==> src/rtl/rf_arb_pkg.sv <==
// Shared types and default sizing for the register-file write arbiter.
// The index width is fixed at 5 bits for a 32-entry register file.
package rf_arb_pkg;

    localparam int XLEN         = 32;
    localparam int NREG         = 32;
    localparam int STARVE_LIMIT = 3;

    typedef logic [4:0]      reg_idx_t;
    typedef logic [XLEN-1:0] word_t;

    typedef struct packed {
        logic     valid;
        reg_idx_t rd;
        word_t    data;
    } wr_req_t;

    // x0 is hardwired to zero, so writes to it and busy tracking for it are suppressed.
    function automatic logic is_zero_reg(input reg_idx_t r);
        return (r == 5'd0);
    endfunction

endpackage

==> src/rtl/rf_scoreboard.sv <==
// Busy scoreboard of outstanding load destinations.
// Provides three lookup ports that see a committing load as already done.
module rf_scoreboard #(
    parameter int NREG = rf_arb_pkg::NREG
) (
    input  logic       clk,
    input  logic       rst,
    input  logic       set_en,
    input  logic [4:0] set_idx,
    input  logic       clr_en,
    input  logic [4:0] clr_idx,
    input  logic [4:0] rs1,
    input  logic [4:0] rs2,
    input  logic [4:0] rd,
    output logic       rs1_busy,
    output logic       rs2_busy,
    output logic       rd_busy
);
    import rf_arb_pkg::*;

    logic [NREG-1:0] busy;
    logic [NREG-1:0] busy_next;

    // The set is applied after the clear so a same-index reissue stays busy.
    always_comb begin
        busy_next = busy;
        if (clr_en) begin
            busy_next[clr_idx] = 1'b0;
        end
        if (set_en && !is_zero_reg(set_idx)) begin
            busy_next[set_idx] = 1'b1;
        end
        busy_next[0] = 1'b0;
    end

    always_ff @(posedge clk or posedge rst) begin
        if (rst) begin
            busy <= '0;
        end else begin
            busy <= busy_next;
        end
    end

    // The register file writes on negedge, before decode reads, so bypass the clear.
    always_comb begin
        rs1_busy = busy[rs1] && !(clr_en && (clr_idx == rs1));
        rs2_busy = busy[rs2] && !(clr_en && (clr_idx == rs2));
        rd_busy  = busy[rd]  && !(clr_en && (clr_idx == rd));
    end

endmodule

==> src/rtl/rf_write_arbiter.sv <==
// Arbitrates the single register-file write port between pipeline writeback
// and a one-entry load-return hold register, with a starvation guard for loads.
module rf_write_arbiter #(
    parameter int XLEN         = rf_arb_pkg::XLEN,
    parameter int NREG         = rf_arb_pkg::NREG,
    parameter int STARVE_LIMIT = rf_arb_pkg::STARVE_LIMIT
) (
    input  logic            clk,
    input  logic            rst,
    input  logic            wb_valid,
    input  logic [4:0]      wb_rd,
    input  logic [XLEN-1:0] wb_data,
    output logic            wb_ready,
    input  logic            lsu_valid,
    input  logic [4:0]      lsu_rd,
    input  logic [XLEN-1:0] lsu_data,
    output logic            lsu_ready,
    input  logic            ld_issue,
    input  logic [4:0]      ld_rd,
    input  logic [4:0]      rs1,
    input  logic [4:0]      rs2,
    input  logic [4:0]      rd,
    output logic            rs1_busy,
    output logic            rs2_busy,
    output logic            rd_busy,
    output logic            rf_we,
    output logic [4:0]      rf_wreg,
    output logic [XLEN-1:0] rf_wdata
);
    import rf_arb_pkg::*;

    localparam int               CNT_W   = $clog2(STARVE_LIMIT + 1);
    localparam logic [CNT_W-1:0] CNT_MAX = CNT_W'(STARVE_LIMIT);

    logic             hold_valid;
    logic [4:0]       hold_rd;
    logic [XLEN-1:0]  hold_data;
    logic [CNT_W-1:0] starve_cnt;

    logic             force_hold;
    logic             hold_commit;
    logic             wb_commit;
    logic             lsu_accept;
    logic [4:0]       sel_rd;
    logic [XLEN-1:0]  sel_data;

    // Pipeline has priority until the held load has lost STARVE_LIMIT times in a row.
    always_comb begin
        force_hold  = hold_valid && (starve_cnt == CNT_MAX);
        hold_commit = hold_valid && (!wb_valid || force_hold);
        wb_ready    = !rst && !force_hold;
        wb_commit   = wb_valid && wb_ready;
        lsu_ready   = !rst && (!hold_valid || hold_commit);
        lsu_accept  = lsu_valid && lsu_ready;
        sel_rd      = hold_commit ? hold_rd   : wb_rd;
        sel_data    = hold_commit ? hold_data : wb_data;
        rf_we       = !rst && (hold_commit || wb_commit) && !is_zero_reg(sel_rd);
        rf_wreg     = sel_rd;
        rf_wdata    = sel_data;
    end

    // A refill in the commit cycle keeps the hold register occupied back to back.
    always_ff @(posedge clk or posedge rst) begin
        if (rst) begin
            hold_valid <= 1'b0;
            hold_rd    <= '0;
            hold_data  <= '0;
        end else if (lsu_accept) begin
            hold_valid <= 1'b1;
            hold_rd    <= lsu_rd;
            hold_data  <= lsu_data;
        end else if (hold_commit) begin
            hold_valid <= 1'b0;
        end
    end

    always_ff @(posedge clk or posedge rst) begin
        if (rst) begin
            starve_cnt <= '0;
        end else if (!hold_valid || hold_commit) begin
            starve_cnt <= '0;
        end else if (starve_cnt != CNT_MAX) begin
            starve_cnt <= starve_cnt + 1'b1;
        end
    end

    rf_scoreboard #(
        .NREG(NREG)
    ) u_scoreboard (
        .clk     (clk),
        .rst     (rst),
        .set_en  (ld_issue),
        .set_idx (ld_rd),
        .clr_en  (hold_commit),
        .clr_idx (hold_rd),
        .rs1     (rs1),
        .rs2     (rs2),
        .rd      (rd),
        .rs1_busy(rs1_busy),
        .rs2_busy(rs2_busy),
        .rd_busy (rd_busy)
    );

endmodule
==> config.mk <==
export PLATFORM = sky130hd
export DESIGN_NAME = rf_write_arbiter
export DESIGN_NICKNAME = d
export VERILOG_FILES = /design/src/rtl/rf_arb_pkg.sv /design/src/rtl/rf_scoreboard.sv /design/src/rtl/rf_write_arbiter.sv
export SDC_FILE = /design/constraint.sdc
export NUM_CORES = 1
export LEC_CHECK = 0
export BUFFER_PORTS_ARGS = -buffer_cell sky130_fd_sc_hd__buf_2
export CAP_MARGIN = 0
export CORE_ASPECT_RATIO = 0.75
export CORE_MARGIN = 10
export CORE_UTILIZATION = 51
export CTS_CLUSTER_SIZE = 25
export DETAILED_ROUTE_END_ITERATION = 7
export PLACE_DENSITY = 0.8
export SLEW_MARGIN = 20
export SYNTH_ARGS = -nofsm -noshare
export SYNTH_HDL_FRONTEND = slang
export SYNTH_SLANG_ARGS = --single-unit
export TNS_END_PERCENT = 100
==> constraint.sdc <==
create_clock -name clk -period 2.59 [get_ports clk]
set_input_delay 0.1295 -clock clk [delete_from_list [all_inputs] [get_ports clk]]
set_output_delay 0.1295 -clock clk [all_outputs]
set_load 0.01 [all_outputs]
* Yosys cells after proc, flatten, opt, wreduce, memory -nomap -nowiden
Index checks and enable logic that the tools add are counted.
Storage, ports and cells: flip-flop bits (word level) 71, bits of input ports 99, logic and storage cells 72
Cells by class: add/subtract/negate cells 1, order comparisons 7, equal/unequal tests 5, mux-type cells 18, bitwise gates (word level) 3, reduce and logical (&&, ||, !) cells 33
Operators by type and width (count):
- two-way mux 32 bit | 3
- bitwise AND 32 bit | 1
- NOT 32 bit | 1
- OR 32 bit | 1
- less-than comparator 5 x 6 -> 1 bit, second input constant | 5
- logical AND 1 bit | 17
- binary-select mux 1 bit (select 5 bit) | 3
- equality test 5 bit | 3
- demux 1 bit (select 5 bit) | 2
- greater-or-equal comparator 5 x 1 -> 1 bit, second input constant | 2
- logical NOT 5 bit | 2
- logical NOT 1 bit | 9
- two-way mux 1 bit | 7
- two-way mux 5 bit | 1
- two-way mux 2 bit | 2
- nonzero test 2 bit | 2
- logical OR 1 bit | 3
- adder 2 x 1 -> 2 bit, second input constant | 1
- equality test 2 bit, second input constant | 1
- != test 2 bit, second input constant | 1

* Logic depth before layout (Yosys ltp)
Gate-level depths: netlist of the first run.
depth in word-level cells 9, depth in mapped cells 7, mapped depth without buffers 5

* Hierarchy
From an unflattened synthesis of the first run, not the netlist that was laid out.
Unflattened totals: cells, all modules 375, area, all modules 4598.2 um^2
Modules (own cells, without submodules):
- rf_scoreboard | times used 1, cells an instance 234, area each 2382.3 um^2
- rf_write_arbiter | times used 1, cells an instance 141, area each 2215.9 um^2

* Worst setup path after synthesis of the first run
OpenSTA, ideal clock, no wires.
kind input-to-output, from input port rst, to output port rf_we, arrival time 2.076 ns, path slack 0.385 ns, cell stages on the path 2, cell sequence inv_1 > o221a_1
Between the ends: longest elaborated chain between the ends 6
Ends and longest elaborated chain:
- start, declared | RTL line rf_write_arbiter.sv:9 | input logic rst,
- logical NOT 1 bit (no line) (*)
- logical AND 1 bit | RTL line rf_write_arbiter.sv:51 | wb_ready = !rst && !force_hold;
- logical AND 1 bit | RTL line rf_write_arbiter.sv:52 | wb_commit = wb_valid && wb_ready;
- logical OR 1 bit | RTL line rf_write_arbiter.sv:57 | rf_we = !rst && (hold_commit || wb_commit) && !is_zero_reg(sel_rd);
- logical AND 1 bit (*) (2 in series) | RTL line rf_write_arbiter.sv:57
- end, declared | RTL line rf_write_arbiter.sv:26 | output logic rf_we,
Every way passes the cells marked *; elsewhere a longest branch is shown, timed or not.

* Final worst setup path of the first run
from register starve_cnt[0], to output port rf_we
Between the ends: longest elaborated chain between the ends 8
Ends and longest elaborated chain:
- start, declared | RTL line rf_write_arbiter.sv:38 | logic [CNT_W-1:0] starve_cnt;
- start signal, assigned | RTL line rf_write_arbiter.sv:83 | starve_cnt <= starve_cnt + 1'b1;
- equality test 2 bit (*) | RTL line rf_write_arbiter.sv:49 | force_hold = hold_valid && (starve_cnt == CNT_MAX);
- logical AND 1 bit (*) | RTL line rf_write_arbiter.sv:49
- logical OR 1 bit or logical NOT 1 bit (tied branches) | RTL line rf_write_arbiter.sv:50, rf_write_arbiter.sv:51
- logical AND 1 bit (on tied branches) | RTL line rf_write_arbiter.sv:50, rf_write_arbiter.sv:51
- two-way mux 5 bit or logical AND 1 bit (tied branches) | RTL line rf_write_arbiter.sv:55, rf_write_arbiter.sv:52
- logical NOT 5 bit or logical OR 1 bit (tied branches) | RTL line rf_arb_pkg.sv:20, rf_write_arbiter.sv:57
- logical NOT 1 bit or logical AND 1 bit (tied branches) | RTL line rf_write_arbiter.sv:57
- logical AND 1 bit (*) | RTL line rf_write_arbiter.sv:57
Marked as above.

==> qor.csv, run 1 <==
stage;metric;value;unit
die;die_area;12600;sq um
placed_design;dp_hpwl;10.2;mm
synthesis;synth_flop_cell;dfrtp_1;
global_route;grt_pass1_wl;21.1;mm
power_and_ir_drop;seqPwrFrac;43.5;%
finish;drive_gt1_share;35.0;%
die;io_pins;142;
synthesis;netlist_top_cells_area;dfrtp_1, mux2_1, mux4_2;
clock_tree;cts_max_level;3;
sta;tns;0;ns
die;die_w;126;um
global_route;grt_overflow_total;0;
die;rows;29;
synthesis;ys_seq_area_share;41.0;%
sta;fin_hold_ws;0.00765;ns
synthesis;yosys.cell_types.count;41;
power_and_ir_drop;ir_drop;0.416;mV
die;start_util;51.6;%
sta;report.final.slew_viol_count;0;
detailed_routing;wl_per_cell;21.8;um
clock_tree;clock_sinks;71;
power_and_ir_drop;clkPwrFrac;29.3;%
worst_setup_path;critPathKind;reg2out;
detailed_routing;drc;0;
clock_tree;root_buffer;clkbuf_16;
sta;post-route-min-period;2.40;ns
power_and_ir_drop;sw_frac_of_total;32.3;%
worst_setup_path;worstPathArrival;2.27;ns
synthesis;synth.net_count;469;
finish;fillers;652;
status;status;finished clean;
synthesis;ys_top_cells_by_count;mux2_1, dfrtp_1, o21ai_1;
placed_design;globalplace.congestion;0.930;
synthesis;synth_edf_count;0;
sta;worst-slew-pin-transition;0.687;ns
synthesis;synth.most_common_cell;mux2_1;
sta;finalSetupViolations;0;
sta;rsz0062_at_grt;false;
worst_setup_path;cp-start-kind;flop;
worst_setup_path;critPathMaxFanout;9;
sta;max_clock_freq;417;MHz
synthesis;synthCells;369;
synthesis;syn-cell-area;4330;sq um
detailed_routing;firstDrtPassIters;4;
synthesis;yosys_warnings;0;
finish;n_antenna_cell;0;
worst_setup_path;required;2.46;ns
die;coreArea;8380;sq um
global_route;grt_pass1_vias;4037;
power_and_ir_drop;power.switching;1.24;mW
power_and_ir_drop;comb_power_share;27.2;%
power_and_ir_drop;power_leakage;2.30;nW
clock_tree;clkSlewWorstSetupHoldPaths;0.06;ns
placed_design;port_buffers;141;
synthesis;synth_top_cell_by_area;dfrtp_1;
finish;area.growth.synth_to_final;25.0;%
synthesis;avgSynthCellArea;11.7;sq um
global_route;grt_usage;20.7;%
global_route;grt_max_degree;38;
sta;skew;0.00673;ns
synthesis;ys_seq_elements;71;
clock_tree;cts_tree;built;
sta;slew_headroom;54.2;%
hold_path;min_path_type;in2reg;
synthesis;async_flop_share;100;%
detailed_routing;vias;3785;
sta;fin_crit_sh;92.6;%
detailed_routing;routed_wl;13.5;mm
job;maxCapViolations;0;
finish;fin_nets;607;
global_route;antenna_found_initial;0;
clock_tree;clkLatencyLatePin;0.33;ns
clock_tree;cts_made_buffers;9;
detailed_routing;via_per_inst;6.10;
synthesis;synth_top_area_share;41.0;%
sta;hold_viol_final;0;
worst_setup_path;critPathCaptureType;output pin;
detailed_routing;ant_nets;0;
power_and_ir_drop;totalPowerFinal;3.84;mW
power_and_ir_drop;power.density;710;nW/um^2
clock_tree;postCtsSetupBuffers;0;
die;die_h;99.8;um
clock_tree;clock_path_buffers;2;
detailed_routing;drt_iter0_drc;344;
power_and_ir_drop;p_int;2.60;mW
-- critical path: stages (launching register included) --
cell	delay, ns
dfrtp_1	0.38
ha_1	0.22
nand2b_1	0.29
nand2_2	0.30
mux2_1	0.39
o221a_1	0.23
buf_2	0.14
-- per-stage QoR --
stage                     util [%]  instances  setup slack [ns]  area [sq um]
final                         64.6        620             0.193          5410
after global routing          64.6        620            0.0856          5410
after CTS                     64.5        620            0.0757          5410
after detailed placement      60.5        598             0.438          5070
after global placement        60.5        598             0.521          5070
after floorplan                  -        369             0.385          4330
-- kinds of logic after synthesis --
family                     Yosys count  share of synthesized area (%)
xor gates and xnor gates            15                           3.03
muxes                              101                           31.0
DFF                                 71                           41.0
AOI/OAI and AO/OA                   91                           12.3
adders and majority gates            1                          0.289
buffers and inverters               26                           3.38
and+or+nand+nor                     64                           8.93
-- cells in the final DEF (no fill, tap or decap), types with 7 or more instances in the layout --
master and n:
or3b_1 8, buf_2 141, nand2_1 11, mux2_1 83, o21ai_1 41, o21ai_0 25, nor2b_1 7, dfrtp_1 71
nand3b_1 8, xnor2_1 14, mux4_2 17, clkbuf_16 9
-- state kept, by name, indices dropped and copies added, names as in the netlist --
| name | flops |
|---|---|
| u_scoreboard.busy | 31 |
| hold_data | 32 |
| hold_rd | 5 |
| hold_valid | 1 |
| starve_cnt | 2 |
-- final timing paths --
check                              start       endpoint  slack (ns)  cells past startpoint
setup / recovery           starve_cnt[0]          rf_we        0.19                      6
hold / removal              lsu_data[26]  hold_data[26]       0.008                      2
setup reg to reg           starve_cnt[0]   hold_data[3]        0.60                      6
hold reg to reg            starve_cnt[0]  starve_cnt[0]        0.44                      1
max in group asynchronous            rst  hold_data[16]        1.35                      4
min in group asynchronous            rst  starve_cnt[1]        0.50                      3
-- power groups by stage --
stage / combinational [mW] / clock, mW / sequential (mW)
3_5_place_dp: 1.03 / 0 / 1.67
2_1_floorplan: 0.784 / 0 / 1.52
6_report: 1.05 / 1.12 / 1.67
4_1_cts: 1.04 / 1.14 / 1.65
3_3_place_gp: 0.984 / 0 / 1.65
5_1_grt: 1.15 / 1.20 / 1.70
-- final cells by class --
| type | instances | area (sq um) | share of cell area (%) |
|---|---|---|---|
| Tap cell | 108 | 135 | 2.50 |
| Sequential cell | 71 | 1780 | 32.8 |
| Timing Repair Buffer | 151 | 808 | 14.9 |
| Clock buffer | 10 | 229 | 4.23 |
| Inverter | 2 | 7.51 | 0.139 |
| Multi-Input combinational cell | 272 | 2410 | 44.5 |
| Clock inverter | 6 | 46.3 | 0.855 |
-- what timing repair did --
action | 4_1_cts | 5_1_grt
hold buffers | 6 | 0
endpoints found under the hold margin | 35 | 0
endpoints found under the setup margin | 0 | 33
resized for setup | 0 | 1
-- routing by layer --
metal  share of wire, %  up-vias  global-route usage (%)
li1                   -     1686                       -
met1                 38     1855                    24.7
met2                 50      220                    34.1
met3                 11       24                    7.74
met4                1.8        0                    6.11
met5                  0        -                       0
(Power assumes the default switching activity.)
==> inputs of run 2 (changes only) <==
- PLACE_DENSITY: 0.8 -> 0.88
==> qor.csv, run 2 (synthesis results as in run 1) <==
stage;metric;value;unit
global_route;grt_overflow_total;0;
worst_setup_path;critPathCaptureType;output pin;
detailed_routing;ant_nets;0;
sta;max_clock_freq;410;MHz
finish;final_common_cell;buf_2;
die;io_pins;142;
detailed_routing;wl_per_cell;22.2;um
die;die_area;12600;sq um
placed_design;dp_hpwl;10.2;mm
placed_design;globalplace.congestion;0.911;
die;coreArea;8380;sq um
worst_setup_path;critPathMaxFanout;36;
detailed_routing;vias;3822;
die;start_util;51.6;%
finish;final_util;64.5;%
placed_design;port_buffers;141;
clock_tree;cts_made_buffers;9;
power_and_ir_drop;power.density;754;nW/um^2
detailed_routing;via_per_inst;6.23;
clock_tree;root_buffer;clkbuf_16;
job;maxCapViolations;0;
clock_tree;cts_tree;built;
power_and_ir_drop;ir_drop;0.439;mV
finish;fin_nets;601;
global_route;grt_pass1_wl;22.0;mm
sta;fin_hold_ws;0.00909;ns
finish;largest_reg_flops;32;
die;die_h;99.8;um
placed_design;dp_cells;597;
finish;fillers;603;
worst_setup_path;rr_worst_depth;5;
finish;drive_gt1_share;35.0;%
global_route;grt_usage;21.4;%
hold_path;whs_path_depth;2;
clock_tree;clock_sinks;71;
finish;area.growth.synth_to_final;24.9;%
finish;final_cell_mix;buf_2, mux2_1, dfrtp_1;
sta;hold_viol_final;0;
clock_tree;clkLatencyLatePin;0.33;ns
worst_setup_path;rrSetupSlack;0.63;ns
sta;tns;0;ns
finish;max_flop_register;hold_data;
sta;finalSetupViolations;0;
hold_path;min_path_type;in2reg;
detailed_routing;drt_iter0_drc;491;
die;die_w;126;um
worst_setup_path;required;2.46;ns
finish;instances_no_fill;613;
power_and_ir_drop;power_leakage;2.32;nW
sta;skew;0.00601;ns
detailed_routing;drc;0;
worst_setup_path;cp-start-kind;flop;
clock_tree;cts-resized-gates;0;
finish;stdcell_area;5410;sq um
finish;top_regs;hold_data (32), u_scoreboard.busy (31), hold_rd (5);
die;rows;29;
clock_tree;clock_path_buffers;2;
worst_setup_path;worstPathArrival;2.31;ns
sta;post-route-min-period;2.44;ns
global_route;grt_max_degree;72;
sta;slew_headroom;40.2;%
placed_design;dpl_cell_area;5080;sq um
global_route;antenna_found_initial;0;
global_route;grt_pass1_vias;4078;
detailed_routing;routed_wl;13.6;mm
status;status;finished clean;
worst_setup_path;critPathKind;reg2out;
detailed_routing;firstDrtPassIters;4;
sta;report.final.slew_viol_count;0;
finish;n_antenna_cell;0;
sta;fin_crit_sh;94.2;%
sta;rsz0062_at_grt;false;
clock_tree;cts_max_level;3;
sta;worst-slew-pin-transition;0.897;ns
clock_tree;clkSlewWorstSetupHoldPaths;0.06;ns
[run 2: cell types whose count changed in the layout (fill, tap and decap cells not counted)]
cell	change
buf_12	+1
buf_4	-2
bufinv_16	+2
clkbuf_1	-1
clkbuf_8	+1
clkinv_2	+1
clkinvlp_4	-4
dlygate4sd3_1	-5
nand2_1	+1
nand2_2	-1
[run 2: layout make-up]
class | instances | area, sq um | area share [%]
Tap cell | 108 | 135 | 2.50
Multi-Input combinational cell | 272 | 2410 | 44.5
Inverter | 2 | 7.51 | 0.139
Clock inverter | 5 | 81.3 | 1.50
Sequential cell | 71 | 1780 | 32.8
Clock buffer | 10 | 239 | 4.42
Timing Repair Buffer | 145 | 763 | 14.1
[run 2: stage by stage]
| stage | setup WS (ns) | power, mW |
|---|---|---|
| floorplan | 0.385 | 2.31 |
| global placement | 0.645 | 2.63 |
| detailed placement | 0.547 | 2.72 |
| CTS | 0.156 | 4.07 |
| global route | 0.0335 | 4.28 |
| finish | 0.150 | 4.08 |
[run 2: worst paths after layout]
check	endpoint	from
max in group asynchronous	u_scoreboard.busy[15]	rst
max	rf_wdata[16]	starve_cnt[0]
min reg2reg	starve_cnt[0]	starve_cnt[0]
max reg2reg	u_scoreboard.busy[3]	starve_cnt[0]
min	hold_data[21]	lsu_data[21]
min in group asynchronous	starve_cnt[1]	rst
[run 2: what timing repair did]
item / 4_1_cts / 5_1_grt
hold endpoints to repair: 1 / 0
setup buffers: 0 / 0
hold buffers: 1 / 0
[run 2: worst max-delay path: stages, from the launching register on]
cell	delay, ns
dfrtp_1	0.39
ha_1	0.23
nand2b_1	0.28
nand2_1	0.28
buf_12	0.26
mux2_1	0.37
buf_2	0.15
[run 2: metal layers]
layer	vias to the layer above	GRT usage [%]	share of wire [%]
li1	1672	-	-
met1	1883	24.4	37
met2	222	36.7	51
met3	45	6.00	8.3
met4	0	9.78	3.5
met5	-	0	0
[run 2: where the power goes]
group	internal [mW]	total (mW)	switching [mW]
Combinational	0.569	1.06	0.486
Clock	0.865	1.33	0.466
Sequential	1.38	1.69	0.315
Total	2.81	4.08	1.27
